$ cat src/rtl/core_sequencer.sv
// Multi-cycle FETCH/DECODE/EXEC/MEM/WB sequencer; 3-5 cycles per instruction with zero-wait memories.
// Backpressure: FETCH holds the request until imem_valid, MEM holds it until dmem_valid.
module core_sequencer #(
    parameter logic [31:0] RESET_PC = 32'h0000_0000
) (
    input  logic        clock,
    input  logic        reset,
    output logic        imem_req,
    output logic [31:0] imem_addr,
    input  logic        imem_valid,
    input  logic [31:0] imem_rdata,
    output logic [31:0] inst,
    input  logic [31:0] imm,
    input  logic        alu_cmp,
    output logic        dmem_req,
    output logic        dmem_we,
    input  logic        dmem_valid,
    output logic        rf_we,
    output logic        illegal,
    output logic [31:0] instret,
    output logic [2:0]  state
);

    typedef enum logic [2:0] {
        S_FETCH  = 3'd0,
        S_DECODE = 3'd1,
        S_EXEC   = 3'd2,
        S_MEM    = 3'd3,
        S_WB     = 3'd4
    } state_t;

    localparam logic [6:0] OPC_BRANCH = 7'b1100011;
    localparam logic [6:0] OPC_LOAD   = 7'b0000011;
    localparam logic [6:0] OPC_STORE  = 7'b0100011;
    localparam logic [6:0] OPC_OP     = 7'b0110011;
    localparam logic [6:0] OPC_OP_IMM = 7'b0010011;

    state_t      state_q;
    logic [31:0] pc_q;
    logic [31:0] inst_q;
    logic [31:0] instret_q;
    logic        illegal_q;
    logic        imem_req_q;
    logic        dmem_req_q;
    logic        dmem_we_q;
    logic        rf_we_q;
    logic [6:0]  opcode;

    assign opcode = inst_q[6:0];

    // Strobes are registered alongside the state so they always line up with it.
    always_ff @(posedge clock) begin
        if (reset) begin
            state_q    <= S_FETCH;
            pc_q       <= RESET_PC;
            inst_q     <= '0;
            instret_q  <= '0;
            illegal_q  <= 1'b0;
            imem_req_q <= 1'b1;
            dmem_req_q <= 1'b0;
            dmem_we_q  <= 1'b0;
            rf_we_q    <= 1'b0;
        end else begin
            illegal_q <= 1'b0;
            rf_we_q   <= 1'b0;
            case (state_q)
                S_FETCH: begin
                    if (imem_valid) begin
                        inst_q     <= imem_rdata;
                        state_q    <= S_DECODE;
                        imem_req_q <= 1'b0;
                    end
                end
                S_DECODE: begin
                    state_q <= S_EXEC;
                end
                S_EXEC: begin
                    case (opcode)
                        OPC_BRANCH: begin
                            pc_q       <= alu_cmp ? (pc_q + imm) : (pc_q + 32'd4);
                            state_q    <= S_FETCH;
                            imem_req_q <= 1'b1;
                            instret_q  <= instret_q + 32'd1;
                        end
                        OPC_LOAD, OPC_STORE: begin
                            state_q    <= S_MEM;
                            dmem_req_q <= 1'b1;
                            dmem_we_q  <= (opcode == OPC_STORE);
                        end
                        OPC_OP, OPC_OP_IMM: begin
                            state_q <= S_WB;
                            rf_we_q <= 1'b1;
                        end
                        default: begin
                            illegal_q  <= 1'b1;
                            pc_q       <= pc_q + 32'd4;
                            state_q    <= S_FETCH;
                            imem_req_q <= 1'b1;
                            instret_q  <= instret_q + 32'd1;
                        end
                    endcase
                end
                S_MEM: begin
                    if (dmem_valid) begin
                        dmem_req_q <= 1'b0;
                        dmem_we_q  <= 1'b0;
                        if (opcode == OPC_STORE) begin
                            pc_q       <= pc_q + 32'd4;
                            state_q    <= S_FETCH;
                            imem_req_q <= 1'b1;
                            instret_q  <= instret_q + 32'd1;
                        end else begin
                            state_q <= S_WB;
                            rf_we_q <= 1'b1;
                        end
                    end
                end
                S_WB: begin
                    pc_q       <= pc_q + 32'd4;
                    state_q    <= S_FETCH;
                    imem_req_q <= 1'b1;
                    instret_q  <= instret_q + 32'd1;
                end
                default: begin
                    state_q    <= S_FETCH;
                    imem_req_q <= 1'b1;
                    dmem_req_q <= 1'b0;
                    dmem_we_q  <= 1'b0;
                end
            endcase
        end
    end

    assign imem_req  = imem_req_q;
    assign imem_addr = pc_q;
    assign inst      = inst_q;
    assign dmem_req  = dmem_req_q;
    assign dmem_we   = dmem_we_q;
    assign rf_we     = rf_we_q;
    assign illegal   = illegal_q;
    assign instret   = instret_q;
    assign state     = state_q;

endmodule

$ cat config.mk
export PLATFORM = sky130hd
export DESIGN_NAME = core_sequencer
export DESIGN_NICKNAME = d
export VERILOG_FILES = /design/src/rtl/core_sequencer.sv
export SDC_FILE = /design/constraint.sdc
export NUM_CORES = 1
export LEC_CHECK = 0
export ABC_AREA = 1
export BUFFER_PORTS_ARGS = -buffer_cell sky130_fd_sc_hd__buf_2
export CAP_MARGIN = 20
export CORE_AREA = 2 2 150 115
export DETAILED_ROUTE_END_ITERATION = 8
export DIE_AREA = 0 0 152 117
export GPL_TIMING_DRIVEN = 0
export PLACE_DENSITY = 0.77
export SYNTH_ARGS = -nofsm -noshare
export SYNTH_HDL_FRONTEND = slang
export SYNTH_SLANG_ARGS = --single-unit
$ cat constraint.sdc
create_clock -name clock -period 5.5 [get_ports clock]
set_clock_uncertainty 0.1 [all_clocks]
set_input_delay 0 -clock clock [delete_from_list [all_inputs] [get_ports clock]]
set_output_delay 0 -clock clock [all_outputs]
set_load 0.01 [all_outputs]
Word-level counts from Yosys, hierarchy flattened
Index checks and enable logic that the tools add are counted.
{"block": "classes", "n_lt_le_gt_ge": 0, "n_div": 0, "n_mul": 0, "n_shift": 0, "addsub": 3, "mux": 29, "n_reduce_logical": 13, "bitwise": 3, "eq_ne": 14}
{"op": "two-way mux 32 bit", "n": 6}
{"op": "one-hot mux 32 bit (3 select lines)", "n": 2}
{"op": "one-hot mux 32 bit (2 select lines)", "n": 1}
{"op": "adder 32 x 1 -> 32 bit, second input constant", "n": 1}
{"op": "adder 32 x 3 -> 32 bit, second input constant", "n": 1}
{"op": "adder 32 bit", "n": 1}
{"op": "equality test 7 x 6 -> 1 bit, second input constant", "n": 2}
{"op": "one-hot mux 3 bit (4 select lines)", "n": 1}
{"op": "two-way mux 1 bit", "n": 11}
{"op": "!= test 2 bit, second input constant", "n": 5}
{"op": "two-way mux 3 bit", "n": 3}
{"op": "equality test 7 x 2 -> 1 bit, second input constant", "n": 1}
{"op": "equality test 7 x 5 -> 1 bit, second input constant", "n": 1}
{"op": "equality test 7 bit, second input constant", "n": 1}
{"op": "equality test 3 x 2 -> 1 bit, second input constant", "n": 2}
{"op": "one-hot mux 1 bit (3 select lines)", "n": 2}
{"op": "one-hot mux 3 bit (2 select lines)", "n": 1}
{"op": "OR reduction 2 bit", "n": 3}
{"op": "AND reduction 5 bit", "n": 1}
{"op": "OR reduction 5 bit", "n": 1}
{"op": "one-hot mux 1 bit (4 select lines)", "n": 1}
{"op": "AND reduction 2 bit", "n": 2}
{"op": "AND reduction 4 bit", "n": 1}
{"op": "OR reduction 4 bit", "n": 1}
{"op": "other kinds (8)", "n": 10}
{"block": "totals", "input_bits": 69, "output_inout_bits": 104, "n_memories": 0, "rom_bits": 0, "word_cells": 71, "mem_bits_rw": 0, "latch_bits": 0, "reg_bits": 104}

Longest topological paths before layout
{"block": "logic_depth", "depth_word": 4, "mapped_depth": 15, "depth_no_buf": 15}

Least setup slack after synthesis
No wires, ideal clock.
{"block": "synth_path", "path_type": "flip-flop to flip-flop", "start": "reg pc_q[0] (netlist: imem_addr[0])", "end": "reg pc_q[16] (netlist: imem_addr[16])", "n_path_buf": 0, "path_stages_with_launch": 15, "setup_slack_ns": 3.408, "t_arrival_ns": 1.878, "t_required_ns": 5.286, "path_cell_list": "dfxtp_1 ha_1 inv_1 fa_1 inv_1 nand3_1 nand3_1 nand2_1 nand3_1 inv_1 nor2_1 nor2_1 xnor2_1 a21oi_1 nor2_1"}
{"block": "synth_between", "elab_chain_cells": 4, "elab_cells_between_ends": 7, "cone_classes": "2 x add/sub; 5 x mux"}
{"element": "start, declared", "line": "39", "source": "logic [31:0] pc_q;"}
{"element": "start signal, assigned", "line": "80", "source": "pc_q <= alu_cmp ? (pc_q + imm) : (pc_q + 32'd4);"}
{"element": "start signal, assigned", "line": "96", "source": "pc_q <= pc_q + 32'd4;"}
{"element": "start signal, assigned", "line": "108", "source": "pc_q <= pc_q + 32'd4;"}
{"element": "adder 32 x 3 -> 32 bit / adder 32 bit (equally long branches)"}
{"element": "two-way mux 32 bit, on equally long branches", "line": "80, 107"}
{"element": "one-hot mux 32 bit (2 select lines) / two-way mux 32 bit (equally long branches)", "line": "78, 104"}
{"element": "one-hot mux 32 bit (3 select lines) (*)", "line": "66", "source": "case (state_q)"}
Mark *: on every way between the ends. The rest lies on a longest branch, timed or not. The select of a mux whose other input is x is not followed.
A chain may end at the register's enable or synchronous reset.

Final worst setup path
{"block": "layout_path", "start": "reg pc_q[0] (netlist: imem_addr[0])", "end": "reg pc_q[28] (netlist: imem_addr[28])"}
The elaborated chain is that of the path after synthesis.

==> impl_results.md <==
* Actual slew at the worst max-slew pin at 0.733 ns
* Hold Path Stages at 5
* Yosys top cell by area: dfxtp_1
* Setup slack, reg-to-reg at 3.00 ns
* DR WL/cell at 15.9 um
* Worst Hold Class: in2reg
* Critical path class: reg2reg
* Clock Sinks at 104
* Synth top area share at 0.259
* First-pass GRT wire length at 43.3 mm
* Initial antenna violation count at 0
* YS warnings at 0
* Pleak at 4.79 nW
* Met2 GRT Util at 0.460
* Placer Congestion at 0.982
* Most frequent CP cell: nand3_1
* Switch share at 0.350
* FF-to-FF End: imem_addr[28]
* Met1 global-route usage at 0.435
* Rows at 41
* Most frequent cells in the layout: nand2_1, buf_2, inv_1, a21oi_1, nor2_1
* Dominant cells by area after synthesis: dfxtp_1, nand2_1, a21oi_1
* Cell family with most CP delay: simple AND/OR/NAND/NOR gates
* Slowest CP cell: fa_1
* Fmax achieved at 0.400 GHz
* R2R cell count at 14
* Vias in the first global route at 8373
* Fin. max-slew vios at 0
* Hold-critical path endpoint: imem_addr[0]
* Mapped Nets at 1422
* Antenna diodes at 0
* Remaining antenna violation count at 0
* Final hold vios at 0
* Worst Hold Slack at 0.0317 ns
* Design Area, Final at 9830 sq um
* Setup_tns at 0 ns
* Fin crit period at 2.50 ns
* Rel. slew slack at 0.511
* CP max stage delay at 0.41 ns
* Root Buffer: clkbuf_16
* Initial DRC count at 1064
* Worst EP arrival at 2.68 ns
* Asr flop ratio synth at 0
* Ys flop type: dfxtp_1
* Max Cap Viol at 0
* PD cells at 205 nW/um^2
* Worst path cell trace: ha_1 -> inv_1 -> fa_1 -> inv_1 -> nand3_1 -> nand3_1 -> nand2_1 -> nand3_1 -> nand2_1 -> nand3_1 -> nand3_1 -> nand2_1 -> nand2_1 -> a21oi_1
* Ratio of cells with drive above 1 in the final layout at 0.166
* I/O Pins at 173
* CP bufs+invs at 2
* Fin crit share at 0.455
* Net Switching at 706 uW
* Area Growth Syn to Fin at 22.5%
* Unrepaired setup endpoints after global routing: no
* Dpl cell area at 9160 sq um
* Pint at 1.31 mW
* WP data required at 5.68 ns
* Port bufs at 171
* Comb pwr share at 0.261
* Clock share of power at 0.321
* Seq pwr share at 0.418
* Via Count at 9607
* Outcome: finished, final reports clean
* Hold Crit Start: imm[0]
* Clock transition at path regs at 0.08 ns
* CTS Buffer Depth at 2
* Yosys cell types at 45
* Reg2reg start: imem_addr[0]
* Num CTS Buffers at 9
* Crit end category: flip-flop
* Largest net degree at the start of global routing at 20
* Overall Power at 2.02 mW
* Synth Cell Area at 8030 sq um
* PostCTS Resize Cnt at 0
* Die area at 17800 sq um
* Post-synthesis sequential area ratio at 0.259
* Starting Density at 0.488
* # setup viols final at 0
* Die H at 117 um
* Number of enable flip-flop cells after synthesis at 0
* Yosys reg bits at 104
* VDD IR max at 181 uV
* Gr usage total at 0.301
* DR pass1 iterations at 6
* Die X at 152 um
* Met3 Track Usage GR at 0.0681
* Per-instance average area after synthesis at 6.09 sq um
* Total grt overflow at 0
* Crit path max fanout at 4
* CTS tree: done
* DP HPWL at 21.1 mm
* # H-tree levels at 3
* Final wirelength at 27.9 mm
* DR DRC count at 0
* CP Launch Type: flip-flop
* Clk_lat worst skew at 0.36 ns
* Gr busiest metal: met2
* Synth Instances at 1319
* Commonest non-fill, non-tap cell in the layout: nand2_1
* Number of nets in the layout at 1643
* Via density at 5.46
* Core Area at 16500 sq um
[layer usage]
layer,up-vias,part of all wire,wire [um]
met5,-,0,0
met4,0,0.014,392
met3,42,0.11,3190
met2,540,0.42,11800
met1,4318,0.45,12600
li1,4707,-,-
[through the flow]
stage,worst slack [ns],instances,utilization
after global routing,2.82,1760,0.597
final,3.00,1760,0.597
after floorplan,3.41,1319,-
after CTS,3.08,1760,0.597
after detailed placement,3.12,1705,0.556
after global placement,3.14,1705,0.556
[registers in the layout, indices dropped and copies added, names as in the netlist]
| name | cells |
|---|---|
| imem_addr | 32 |
| inst | 32 |
| instret | 32 |
| state | 3 |
| dmem_req | 1 |
| dmem_we | 1 |
| illegal | 1 |
| imem_req | 1 |
| rf_we | 1 |
[what timing repair did]
action / in CTS / in global routing
setup buffers: 0 / 0
hold buffers: 39 / 0
hold endpoints to repair: 34 / 0
[synth_stat cells, types with 2 or more instances]
cell type    n
buf_2        8
o21ai_1     10
and2_1       5
buf_1        3
nor2_1     121
nand4_1     16
and3_1       3
clkbuf_1    16
nand3b_1     7
o21a_1       3
nor3_1      33
a21oi_1    123
nand3_1    108
nor3_2       3
a31oi_1      3
buf_4        2
o21ai_0     44
dfxtp_1    104
buf_6        9
inv_1      159
or2_2        6
nor2_4       3
inv_2        9
nor2_2       4
nor3b_1      2
ha_1        33
nor4_1       8
o211ai_1     4
nand2_2     11
xor2_1      24
nand2_1    390
a21oi_2      9
xnor2_1     15
o21bai_1    10
[worst reg2reg max path, delay by kind of cell, from the launching register on]
kind / cells / cell delay, ns
compound gates: 1 / 0.11
fa+ha+maj: 2 / 0.64
simple gates: 9 / 1.00
flops: 1 / 0.36
buf+inv: 2 / 0.20
[power groups by stage]
stage                     Clock [mW]  Combinational [mW]  Sequential, mW
final                          0.649               0.527           0.843
after global routing           0.681               0.576           0.848
after CTS                      0.653               0.511           0.840
after detailed placement           0               0.486           0.857
after global placement             0               0.480           0.856
after floorplan                    0               0.306           0.865
[layout make-up]
| cell class | count | area (sq um) |
|---|---|---|
| Fill cell | 1566 | 6630 |
| Sequential cell | 104 | 2080 |
| Timing Repair Buffer | 210 | 1250 |
| Clock buffer | 10 | 229 |
| Inverter | 169 | 637 |
| Tap cell | 215 | 269 |
| Multi-Input combinational cell | 1008 | 5080 |
| Clock inverter | 6 | 60.1 |
| Buffer | 38 | 228 |
[cells by family after synthesis]
logic type | Yosys count | share of synthesized area
adders and majority gates | 34 | 0.0539
buffers and inverters | 207 | 0.108
xor gates and xnor gates | 39 | 0.0425
DFF | 104 | 0.259
and+or+nand+nor | 726 | 0.395
AOI/OAI and AO/OA | 209 | 0.141
[worst max-delay path by stage]
stage,start,to,cells past startpoint
floorplan,imem_addr[0],imem_addr[16],14
global placement,imem_addr[0],imem_addr[28],15
detailed placement,imem_addr[0],imem_addr[28],15
CTS,imem_addr[0],imem_addr[28],14
global route,imem_addr[0],imem_addr[28],15
finish,imem_addr[0],imem_addr[28],14
No activity file was read; power rests on OpenSTA's default activity.
